$ cat config.mk
export PLATFORM = sky130hd
export DESIGN_NAME = imm_extend_pipe
export DESIGN_NICKNAME = d
export VERILOG_FILES = /design/src/rtl/imm_extend_pipe.sv
export SDC_FILE = /design/constraint.sdc
export NUM_CORES = 1
export LEC_CHECK = 0
export BUFFER_PORTS_ARGS = -buffer_cell sky130_fd_sc_hd__buf_2
export CAP_MARGIN = 0
export CORE_UTILIZATION = 49
export CTS_CLUSTER_SIZE = 20
export DETAILED_ROUTE_END_ITERATION = 10
export GPL_ROUTABILITY_DRIVEN = 0
export HOLD_SLACK_MARGIN = 0.15
export MAX_ROUTING_LAYER = met4
export PLACE_DENSITY_LB_ADDON = 0.08
export SLEW_MARGIN = 40
export SYNTH_ARGS = -nofsm -noshare
export SYNTH_HDL_FRONTEND = slang
export SYNTH_SLANG_ARGS = --single-unit
$ cat constraint.sdc
create_clock -name clk -period 1.4 [get_ports clk]
set_input_delay 0.07 -clock clk [delete_from_list [all_inputs] [get_ports clk]]
set_output_delay 0.07 -clock clk [all_outputs]
set_load 0.02 [all_outputs]
$ cat src/rtl/imm_extend_pipe.sv
`default_nettype none
// ============================================================================
//  Module      : imm_extend_pipe
//  Description : Pipelined immediate-extension stage (sign / zero / upper /
//                branch offset) with a valid/ready handshake.
//                Optional macro IMM_EXT_SKID_EN adds a 1-entry skid buffer so
//                in_ready is a register output with no combinational path
//                from out_ready.
//  Revision    : 1.0 - initial release
// ============================================================================
module imm_extend_pipe #(
   parameter int IN_W  = 16,
   parameter int OUT_W = 32,
   parameter int TAG_W = 5
) (
   input  logic             clk,
   input  logic             reset,
   input  logic             in_valid,
   output logic             in_ready,
   input  logic [IN_W-1:0]  IN,
   input  logic [1:0]       MODE,
   input  logic [TAG_W-1:0] in_tag,
   output logic             out_valid,
   input  logic             out_ready,
   output logic [OUT_W-1:0] OUT,
   output logic [TAG_W-1:0] out_tag
);

   localparam logic [1:0] c_mode_sign   = 2'b00;
   localparam logic [1:0] c_mode_zero   = 2'b01;
   localparam logic [1:0] c_mode_upper  = 2'b10;
   localparam logic [1:0] c_mode_branch = 2'b11;

   logic [OUT_W-1:0] w_sign;
   logic [OUT_W-1:0] w_zero;
   logic [OUT_W-1:0] w_upper;
   logic [OUT_W-1:0] w_branch;
   logic [OUT_W-1:0] w_ext;
   logic             w_in_xfer;

   logic [OUT_W-1:0] r_out;
   logic [TAG_W-1:0] r_out_tag;
   logic             r_out_valid;

   // When the widths match there is nothing to pad, so every mode but
   // BRANCH degenerates to the raw immediate.
   generate
      if (OUT_W > IN_W) begin : g_wide
         assign w_sign  = {{(OUT_W-IN_W){IN[IN_W-1]}}, IN};
         assign w_zero  = {{(OUT_W-IN_W){1'b0}}, IN};
         assign w_upper = {IN, {(OUT_W-IN_W){1'b0}}};
      end else begin : g_equal
         assign w_sign  = IN;
         assign w_zero  = IN;
         assign w_upper = IN;
      end
   endgenerate

   // Branch offset is a word offset: shift drops the top two bits.
   assign w_branch = w_sign << 2;

   // Select the extension for the current mode.
   always_comb begin
      w_ext = w_sign;
      case (MODE)
         c_mode_sign   : w_ext = w_sign;
         c_mode_zero   : w_ext = w_zero;
         c_mode_upper  : w_ext = w_upper;
         c_mode_branch : w_ext = w_branch;
         default       : w_ext = w_sign;
      endcase
   end

   assign w_in_xfer = in_valid && in_ready;
   assign out_valid = r_out_valid;
   assign OUT       = r_out;
   assign out_tag   = r_out_tag;

`ifdef IMM_EXT_SKID_EN
   logic [OUT_W-1:0] r_skid;
   logic [TAG_W-1:0] r_skid_tag;
   logic             r_skid_full;

   // in_ready depends only on state, breaking the out_ready -> in_ready path.
   assign in_ready = !r_skid_full;

   // Output register plus skid entry: a result arriving while the output is
   // stalled parks in the skid, and moves forward as soon as the output drains.
   always_ff @(posedge clk or posedge reset) begin
      if (reset) begin
         r_out       <= '0;
         r_out_tag   <= '0;
         r_out_valid <= 1'b0;
         r_skid      <= '0;
         r_skid_tag  <= '0;
         r_skid_full <= 1'b0;
      end else if (r_skid_full) begin
         if (out_ready) begin
            r_out       <= r_skid;
            r_out_tag   <= r_skid_tag;
            r_skid_full <= 1'b0;
         end
      end else if (w_in_xfer) begin
         if (!r_out_valid || out_ready) begin
            r_out       <= w_ext;
            r_out_tag   <= in_tag;
            r_out_valid <= 1'b1;
         end else begin
            r_skid      <= w_ext;
            r_skid_tag  <= in_tag;
            r_skid_full <= 1'b1;
         end
      end else if (out_ready) begin
         r_out_valid <= 1'b0;
      end
   end
`else
   // Single output register: accept whenever it is empty or being drained.
   assign in_ready = !r_out_valid || out_ready;

   // Load on an input transfer; otherwise an output transfer empties the stage
   // while the data bits keep their last value.
   always_ff @(posedge clk or posedge reset) begin
      if (reset) begin
         r_out       <= '0;
         r_out_tag   <= '0;
         r_out_valid <= 1'b0;
      end else if (w_in_xfer) begin
         r_out       <= w_ext;
         r_out_tag   <= in_tag;
         r_out_valid <= 1'b1;
      end else if (out_ready) begin
         r_out_valid <= 1'b0;
      end
   end
`endif

endmodule
`default_nettype wire

# Word level (Yosys, flattened, before mapping)
# Cells that the tools add are included.
[op_classes] n_eq_ne=3 n_mux=3 n_reduce_logical=5
[op_table] cell="32-bit case mux with 4 select lines" count=1
[op_table] cell="2-bit == test, second input constant" count=2
[op_table] cell="2-bit by 1-bit == test with 1-bit output, second input constant" count=1
[op_table] cell="2-bit zero test" count=1
[op_table] cell="1-bit two-way mux" count=2
[op_table] cell="2-bit nonzero test" count=1
[op_table] cell="1-bit logical AND" count=1
[op_table] cell="1-bit zero test" count=1
[op_table] cell="1-bit logical OR" count=1
[word_totals] register_bits=38 in_bits=27

# Depth between registers and ports, before layout
# Gate-level depths: netlist (run 1).
[depth] word_depth=4 mapped_depth=6 ltp_nobuf=4

# Worst setup path after synthesis (run 1)
# Ideal clock, no wire load.
[synth_timing] path_type="flip-flop to flip-flop" start="register r_out_valid (netlist: out_valid)" end="register r_out[17] (netlist: OUT[17])" arrival_ns=1.259 slack_ns=0.016 path_stages_with_launch=6 n_path_buf=2 cell_sequence="dfrtp_1 nor2b_4 buf_4 a211oi_4 buf_6 a2bb2oi_1"
[synth_via] elab_chain_len=3
[synth_rtl] item="start, declared" line_no="43" source="logic r_out_valid;"
[synth_rtl] item="start signal, assigned" line_no="127" source="r_out_valid <= 1'b0;"
[synth_rtl] item="start signal, assigned" line_no="131" source="r_out_valid <= 1'b1;"
[synth_rtl] item="start signal, assigned" line_no="133" source="r_out_valid <= 1'b0;"
[synth_rtl] item="1-bit zero test" line_no="119" source="assign in_ready = !r_out_valid || out_ready;"
[synth_rtl] item="1-bit logical OR" line_no="119"
[synth_rtl] item="1-bit logical AND" line_no="74" source="assign w_in_xfer = in_valid && in_ready;"
[synth_rtl] item="end signal, assigned" line_no="129" source="r_out <= w_ext;"
[synth_rtl] item="end, declared" line_no="41" source="logic [OUT_W-1:0] r_out;"
# No other way between the ends.
# A chain may end at the register's enable or synchronous reset.

# Worst setup path in the final report (run 1)
[layout_timing] start="register r_out_valid (netlist: out_valid)" end="output in_ready"
[layout_via] elab_chain_len=2
[layout_rtl] item="1-bit zero test" line_no="119"
[layout_rtl] item="1-bit logical OR" line_no="119"
[layout_rtl] item="end, declared" line_no="19" source="output logic in_ready,"
# No other way between the ends.

==> results of run 1 <==
-- power groups by stage --
stage,combinational (µW),sequential (µW),clock (µW)
after floorplan,335,1560,0
after global placement,791,1350,0
after detailed placement,808,1360,0
after CTS,853,1350,790
after global routing,929,1370,835
final,855,1340,772
-- flip-flops by register name (all words and copies together), names as in the netlist --
signal / flops
out_valid: 1
out_tag: 5
OUT: 32
-- per-layer routing --
metal	track usage	vias up	wire length (µm)	share of wire
li1	-	800	-	-
met1	0.323	796	2060	0.45
met2	0.419	58	2300	0.50
met3	0.0562	9	204	0.044
met4	0.0795	0	58	0.013
met5	-	-	0	0
-- logic make-up (layout without fill, tap and decap cells) --
group | Yosys count | count (layout) | synth area share
buf+inv | 21 | 109 | 0.0684
mux | 6 | 6 | 0.0362
simple gates | 36 | 36 | 0.128
flops | 38 | 38 | 0.510
compound gates | 78 | 78 | 0.257
-- final cells by class --
class                           instances  area, µm²
Multi-Input combinational cell        120        787
Clock buffer                            7       86.3
Timing Repair Buffer                   95        607
Clock inverter                          1       5.00
Sequential cell                        38        951
Tap cell                               48       60.1
Fill cell                             291       1140
Inverter                                6       22.5
-- critical path: stages, from the launching register on --
cell	delay, ns
dfrtp_1	0.37
nor2b_4	0.15
inv_2	0.22
buf_2	0.22
-- synthesized netlist by cell type, drive strengths merged --
library cell and instances:
dfrtp 38, and2 2, o21ai 17, inv 6, mux2 6, clkbuf 4
and2b 9, o41ai 2, o2111ai 1, a211oi 1, nor2 2, nor2b 20
buf 11, a21oi 42, nand2 3, a2bb2oi 15
-- repair_timing --
action,in CTS,in global routing
endpoints found under the hold margin,58,0
hold buffers,21,0
setup endpoints to repair,0,11
resized for setup,0,2
setup buffers,0,2
-- stage by stage --
| step | hold slack [ns] | cells |
|---|---|---|
| final | 0.155 | 315 |
| after global routing | 0.159 | 315 |
| after CTS | 0.152 | 313 |
| after detailed placement | 0.211 | 284 |
| after global placement | 0.193 | 284 |
| after floorplan | 0.208 | 179 |
-- worst max-delay path by stage --
stage | endpoint | slack, ns | from | cells past startpoint
final | in_ready | 0.07 | out_valid$_DFFE_PP0P_ | 3
after global routing | in_ready | -0.002 | out_valid$_DFFE_PP0P_ | 3
after CTS | in_ready | 0.01 | out_valid$_DFFE_PP0P_ | 3
after detailed placement | OUT[20]$_DFFE_PP0P_ | 0.15 | out_valid$_DFFE_PP0P_ | 4
after global placement | OUT[18]$_DFFE_PP0P_ | 0.23 | out_valid$_DFFE_PP0P_ | 4
after floorplan | OUT[17]$_DFFE_PP0P_ | 0.02 | out_valid$_DFFE_PP0P_ | 5
==> impl_metrics.env, run 1 <==
export IMPL_worst_slew_pin_slew_ns=0.482
export IMPL_yosysWarnings=0
export IMPL_setup_violations=0
export IMPL_synth_fp_nets=206
export IMPL_cts_buffer_depth=2
export IMPL_grt_pass1_vias=1680
export IMPL_r2r_end="OUT[22]$_DFFE_PP0P_"
export IMPL_htreeDepth=2
export IMPL_drt_iter0_drc=70
export IMPL_intPower_uw=2010
export IMPL_design_area_mm2=0.00252
export IMPL_power_uw=2970
export IMPL_end_kind="primary output"
export IMPL_grt_setup_unrepaired="yes"
export IMPL_cp_arrival_ns=1.26
export IMPL_clock_latency_ns=0.28
export IMPL_vias=1663
export IMPL_hold_viol=0
export IMPL_swShare=0.322
export IMPL_min_period_ns=1.33
export IMPL_yosysSeqAreaShare=0.510
export IMPL_holdPathEnd="OUT[10]$_DFFE_PP0P_"
export IMPL_yosys_cell_types_count=25
export IMPL_cts_tree="built"
export IMPL_worstPathRequired_ns=1.33
export IMPL_die_area_mm2=0.00406
export IMPL_wl_mm=4.63
export IMPL_std_cell_rows=22
export IMPL_numCtsBuffers=5
export IMPL_setup_ws_ns=0.0734
export IMPL_netlist_instances=179
export IMPL_grt_pass1_wl_mm=7.69
export IMPL_ff2ff_path_depth=5
export IMPL_synth_area_leaders="dfrtp_1 51%, a21oi_1 11%, a2bb2oi_1 6.6%"
export IMPL_power_density_mw_per_mm2=1180
export IMPL_p_clk_frac=0.260
export IMPL_final_util=0.688
export IMPL_nNetsFinal=293
export IMPL_yosysTopAreaCellShare=0.510
export IMPL_crit_type="reg2out"
export IMPL_clkSlewWorstSetupHoldPaths_ns=0.07
export IMPL_place_ws_ns=0.155
export IMPL_avgViaCountPerCell=5.28
export IMPL_fmax_mhz=754
export IMPL_seqPwrFrac=0.452
export IMPL_setup_tns_ns=0
export IMPL_dp_hpwl_mm=3.14
export IMPL_cts_sinks=38
export IMPL_area_delta_synth_final_pct=35.1
export IMPL_n_antenna_cell=0
export IMPL_whs_path_depth=3
export IMPL_rrSetupSlack_ns=0.09
export IMPL_reg2reg_from="out_valid$_DFFE_PP0P_"
export IMPL_post_route_period_util=0.948
export IMPL_grt_ovfl_total=0
export IMPL_worstHoldStart="IN[8]"
export IMPL_syn_cell_area_mm2=0.00186
export IMPL_die_w_um=63.7
export IMPL_port_buffers=65
export IMPL_start_kind="flop"
export IMPL_post_drt_wl_per_cell_um=14.7
export IMPL_core_mm2=0.00366
export IMPL_most_common_layout_cells="65 x buf_2, 42 x a21oi_1, 38 x dfrtp_1, 21 x dlygate4sd3_1, 19 x nor2b_1"
export IMPL_root_buffer="clkbuf_8"
export IMPL_grt_max_degree=39
export IMPL_min_path_type="in2reg"
export IMPL_synth_seq_cells=38
export IMPL_slew_violations=0
export IMPL_initial_core_util=0.509
export IMPL_p_leak_uw=0.00118
export IMPL_maxCapViolCount=0
export IMPL_ir_worst_vdd_v=0.000611
export IMPL_drt_pass1_iterations=4
export IMPL_drive_gt1_frac=0.352
export IMPL_slew_headroom=0.679
export IMPL_antenna_found_initial=0
export IMPL_place_area_mm2=0.00220
export IMPL_fin_skew_ns=0.00211
export IMPL_status="complete, no violations"
export IMPL_synth_top_area_cell="dfrtp_1"
export IMPL_fp_dieH_um=63.7
export IMPL_comb_power_share=0.288
export IMPL_avgSynthCellArea_um2=10.4
export IMPL_ant_nets=0
export IMPL_final_common_cell="buf_2"
export IMPL_crit_fanout=17
export IMPL_power_switching_uw=956
export IMPL_grt_usage=0.259
export IMPL_ios=66
export IMPL_drc=0
(Power assumes the default switching activity.)
==> run 2: changes to the inputs <==
--- a/config.mk
+++ b/config.mk
@@ -7,7 +7,9 @@
 export LEC_CHECK = 0
 export BUFFER_PORTS_ARGS = -buffer_cell sky130_fd_sc_hd__buf_2
 export CAP_MARGIN = 0
-export CORE_UTILIZATION = 49
+export CELL_PAD_IN_SITES_DETAIL_PLACEMENT = 1
+export CELL_PAD_IN_SITES_GLOBAL_PLACEMENT = 1
+export CORE_UTILIZATION = 37
 export CTS_CLUSTER_SIZE = 20
 export DETAILED_ROUTE_END_ITERATION = 10
 export GPL_ROUTABILITY_DRIVEN = 0
@@ -18,3 +20,4 @@
 export SYNTH_ARGS = -nofsm -noshare
 export SYNTH_HDL_FRONTEND = slang
 export SYNTH_SLANG_ARGS = --single-unit
+export TNS_END_PERCENT = 50
==> run 2 against run 1 <==
Routed wire length is 12% higher. Largest power group unchanged. Clock-buffer cell count is 2 lower. Core utilization is 16 points lower. Critical path type is now reg2reg. Global-route usage is 4.2 points lower. Clock power is 19% higher. Worst hold slack hardly changed. Sequential share of layout area is 0.32 points lower. Die area is 31% higher. Cell count is 5.1% higher. Critical endpoint is now OUT[19]$_DFFE_PP0P_. Combinational power is 1% higher.
==> impl_metrics.env, run 2 (synthesis gave the netlist of run 1 again) <==
export IMPL_drt_met1_wl_mm=2.31
export IMPL_largest_reg_flops=32
export IMPL_vias=1679
export IMPL_post_drt_wl_per_cell_um=15.6
export IMPL_multi_input_area_um2=786
export IMPL_grt_pass1_wl_mm=8.34
export IMPL_swShare=0.315
export IMPL_path_cells="nor2b_4 -> buf_12 -> nor2_4 -> buf_4 -> a2bb2oi_1"
export IMPL_n_antenna_cell=0
export IMPL_clkSlewWorstSetupHoldPaths_ns=0.08
export IMPL_crit_fanout=13
export IMPL_cts_sinks=38
export IMPL_ant_nets=0
export IMPL_initial_core_util=0.390
export IMPL_drive_gt1_frac=0.352
export IMPL_met2_length_mm=2.58
export IMPL_holdWs_ns=0.155
export IMPL_most_common_layout_cells="65 x buf_2, 42 x a21oi_1, 38 x dfrtp_1, 19 x nor2b_1, 19 x dlygate4sd3_1"
export IMPL_drc=0
export IMPL_cp_arrival_ns=1.56
export IMPL_setup_ws_ns=0.0442
export IMPL_grt_ovfl_total=0
export IMPL_fp_dieH_um=73.0
export IMPL_grt_pass1_vias=1743
export IMPL_ios=66
export IMPL_power_switching_uw=985
export IMPL_port_buffers=65
export IMPL_place_ws_ns=0.155
export IMPL_antenna_found_initial=0
export IMPL_maxCapViolCount=0
export IMPL_final_common_cell="buf_2"
export IMPL_seqPwrFrac=0.428
export IMPL_htreeDepth=2
export IMPL_cp_slowest_stage_delay_ns=0.38
export IMPL_power_density_mw_per_mm2=1230
export IMPL_drt_pass1_iterations=4
export IMPL_die_w_um=73.0
export IMPL_ir_worst_vdd_v=0.000570
export IMPL_p_clk_frac=0.294
export IMPL_start_kind="flop"
export IMPL_area_delta_synth_final_pct=36.2
export IMPL_slew_headroom=0.668
export IMPL_cts_buffer_depth=2
export IMPL_cts_tree="built"
export IMPL_grt_setup_unrepaired="yes"
export IMPL_nFillCells=580
export IMPL_comb_power_share=0.278
export IMPL_end_kind="flop"
export IMPL_worst_slew_pin_slew_ns=0.499
export IMPL_std_cell_rows=25
export IMPL_met3_length_um=186
export IMPL_setup_violations=0
export IMPL_die_area_mm2=0.00533
export IMPL_dp_hpwl_mm=3.63
export IMPL_cts_resized=0
export IMPL_crit_family="flip-flops"
export IMPL_drt_iter0_drc=81
export IMPL_wl_mm=5.16
export IMPL_nNetsFinal=290
export IMPL_status="complete, no violations"
export IMPL_slew_violations=0
export IMPL_avgViaCountPerCell=5.07
export IMPL_root_buffer="clkbuf_8"
export IMPL_critPathBufInv=2
export IMPL_intPower_uw=2140
export IMPL_min_path_type="in2reg"
export IMPL_numCtsBuffers=5
export IMPL_crit_type="reg2reg"
export IMPL_min_period_ns=1.36
export IMPL_fmax_mhz=738
export IMPL_worstPathRequired_ns=1.60
export IMPL_highest_layer="met4"
export IMPL_cp_slowest_cell="dfrtp_1"
export IMPL_core_mm2=0.00479
export IMPL_clock_latency_ns=0.29
export IMPL_post_route_period_util=0.968
export IMPL_hold_viol=0
export IMPL_grt_usage=0.217
export IMPL_fin_skew_ns=0.00696
export IMPL_grt_max_degree=39
export IMPL_p_leak_uw=0.00118
export IMPL_ff_latch_area_um2=951
run 2: changes by cell type in the layout (fill, tap and decap cells not counted), sizes merged:
cell / delta
dlygate4sd3: -2
bufinv: +1
clkbuf: -2
clkinv: +1
buf: -1
run 2: final timing paths:
path	start	end	slack, ns	cells past startpoint
max in group asynchronous	reset	OUT[21]$_DFFE_PP0P_	0.61	4
worst min register to register	OUT[0]$_DFFE_PP0P_	OUT[0]$_DFFE_PP0P_	0.50	2
worst max-delay path	out_valid$_DFFE_PP0P_	OUT[19]$_DFFE_PP0P_	0.04	5
worst max register to register	out_valid$_DFFE_PP0P_	OUT[19]$_DFFE_PP0P_	0.04	5
min in group asynchronous	reset	OUT[17]$_DFFE_PP0P_	0.43	4
worst min-delay path	IN[9]	OUT[11]$_DFFE_PP0P_	0.15	3
run 2: what timing repair did:
action	in CTS	in global routing
hold buffers	19	0
gates cloned	0	0
pin swaps	0	0
buffers inserted	1	0
hold endpoints to repair	58	0
endpoints found under the setup margin	1	8
run 2: metal layers:
metal,vias up,global-route usage
met5,-,-
met2,53,0.357
li1,792,-
met3,9,0.0470
met4,0,0.0697
met1,825,0.264
run 2: through the flow:
stage | TNS (ns) | util | power [µW] | instance area [µm²] | cells
after floorplan | 0 | - | 1890 | 1860 | 179
after global placement | 0 | 0.464 | 2160 | 2220 | 303
after detailed placement | 0 | 0.464 | 2180 | 2220 | 303
after CTS | 0 | 0.531 | 3170 | 2540 | 331
after global routing | -0.183 | 0.531 | 3290 | 2540 | 331
final | 0 | 0.531 | 3120 | 2540 | 331
run 2: power groups by stage:
stage,Clock [µW],Sequential (µW),Combinational (µW)
5_1_grt,996,1360,936
6_report,919,1340,867
3_3_place_gp,0,1350,803
3_5_place_dp,0,1360,822
2_1_floorplan,0,1560,335
4_1_cts,951,1340,874
run 2: worst reg2reg max path, delay by kind of cell, from the launching register on:
kind / cells / cell delay [ns]
AOI/OAI and AO/OA: 1 / 0.20
buffers and inverters: 2 / 0.37
DFF: 1 / 0.38
and+or+nand+nor: 2 / 0.33
run 2: area by class of cell:
cell class | count | area share
Clock buffer | 5 | 0.0271
Clock inverter | 3 | 0.0158
Inverter | 6 | 0.00887
Multi-Input combinational cell | 120 | 0.309
Sequential cell | 38 | 0.374
Tap cell | 67 | 0.0330
Timing Repair Buffer | 92 | 0.232
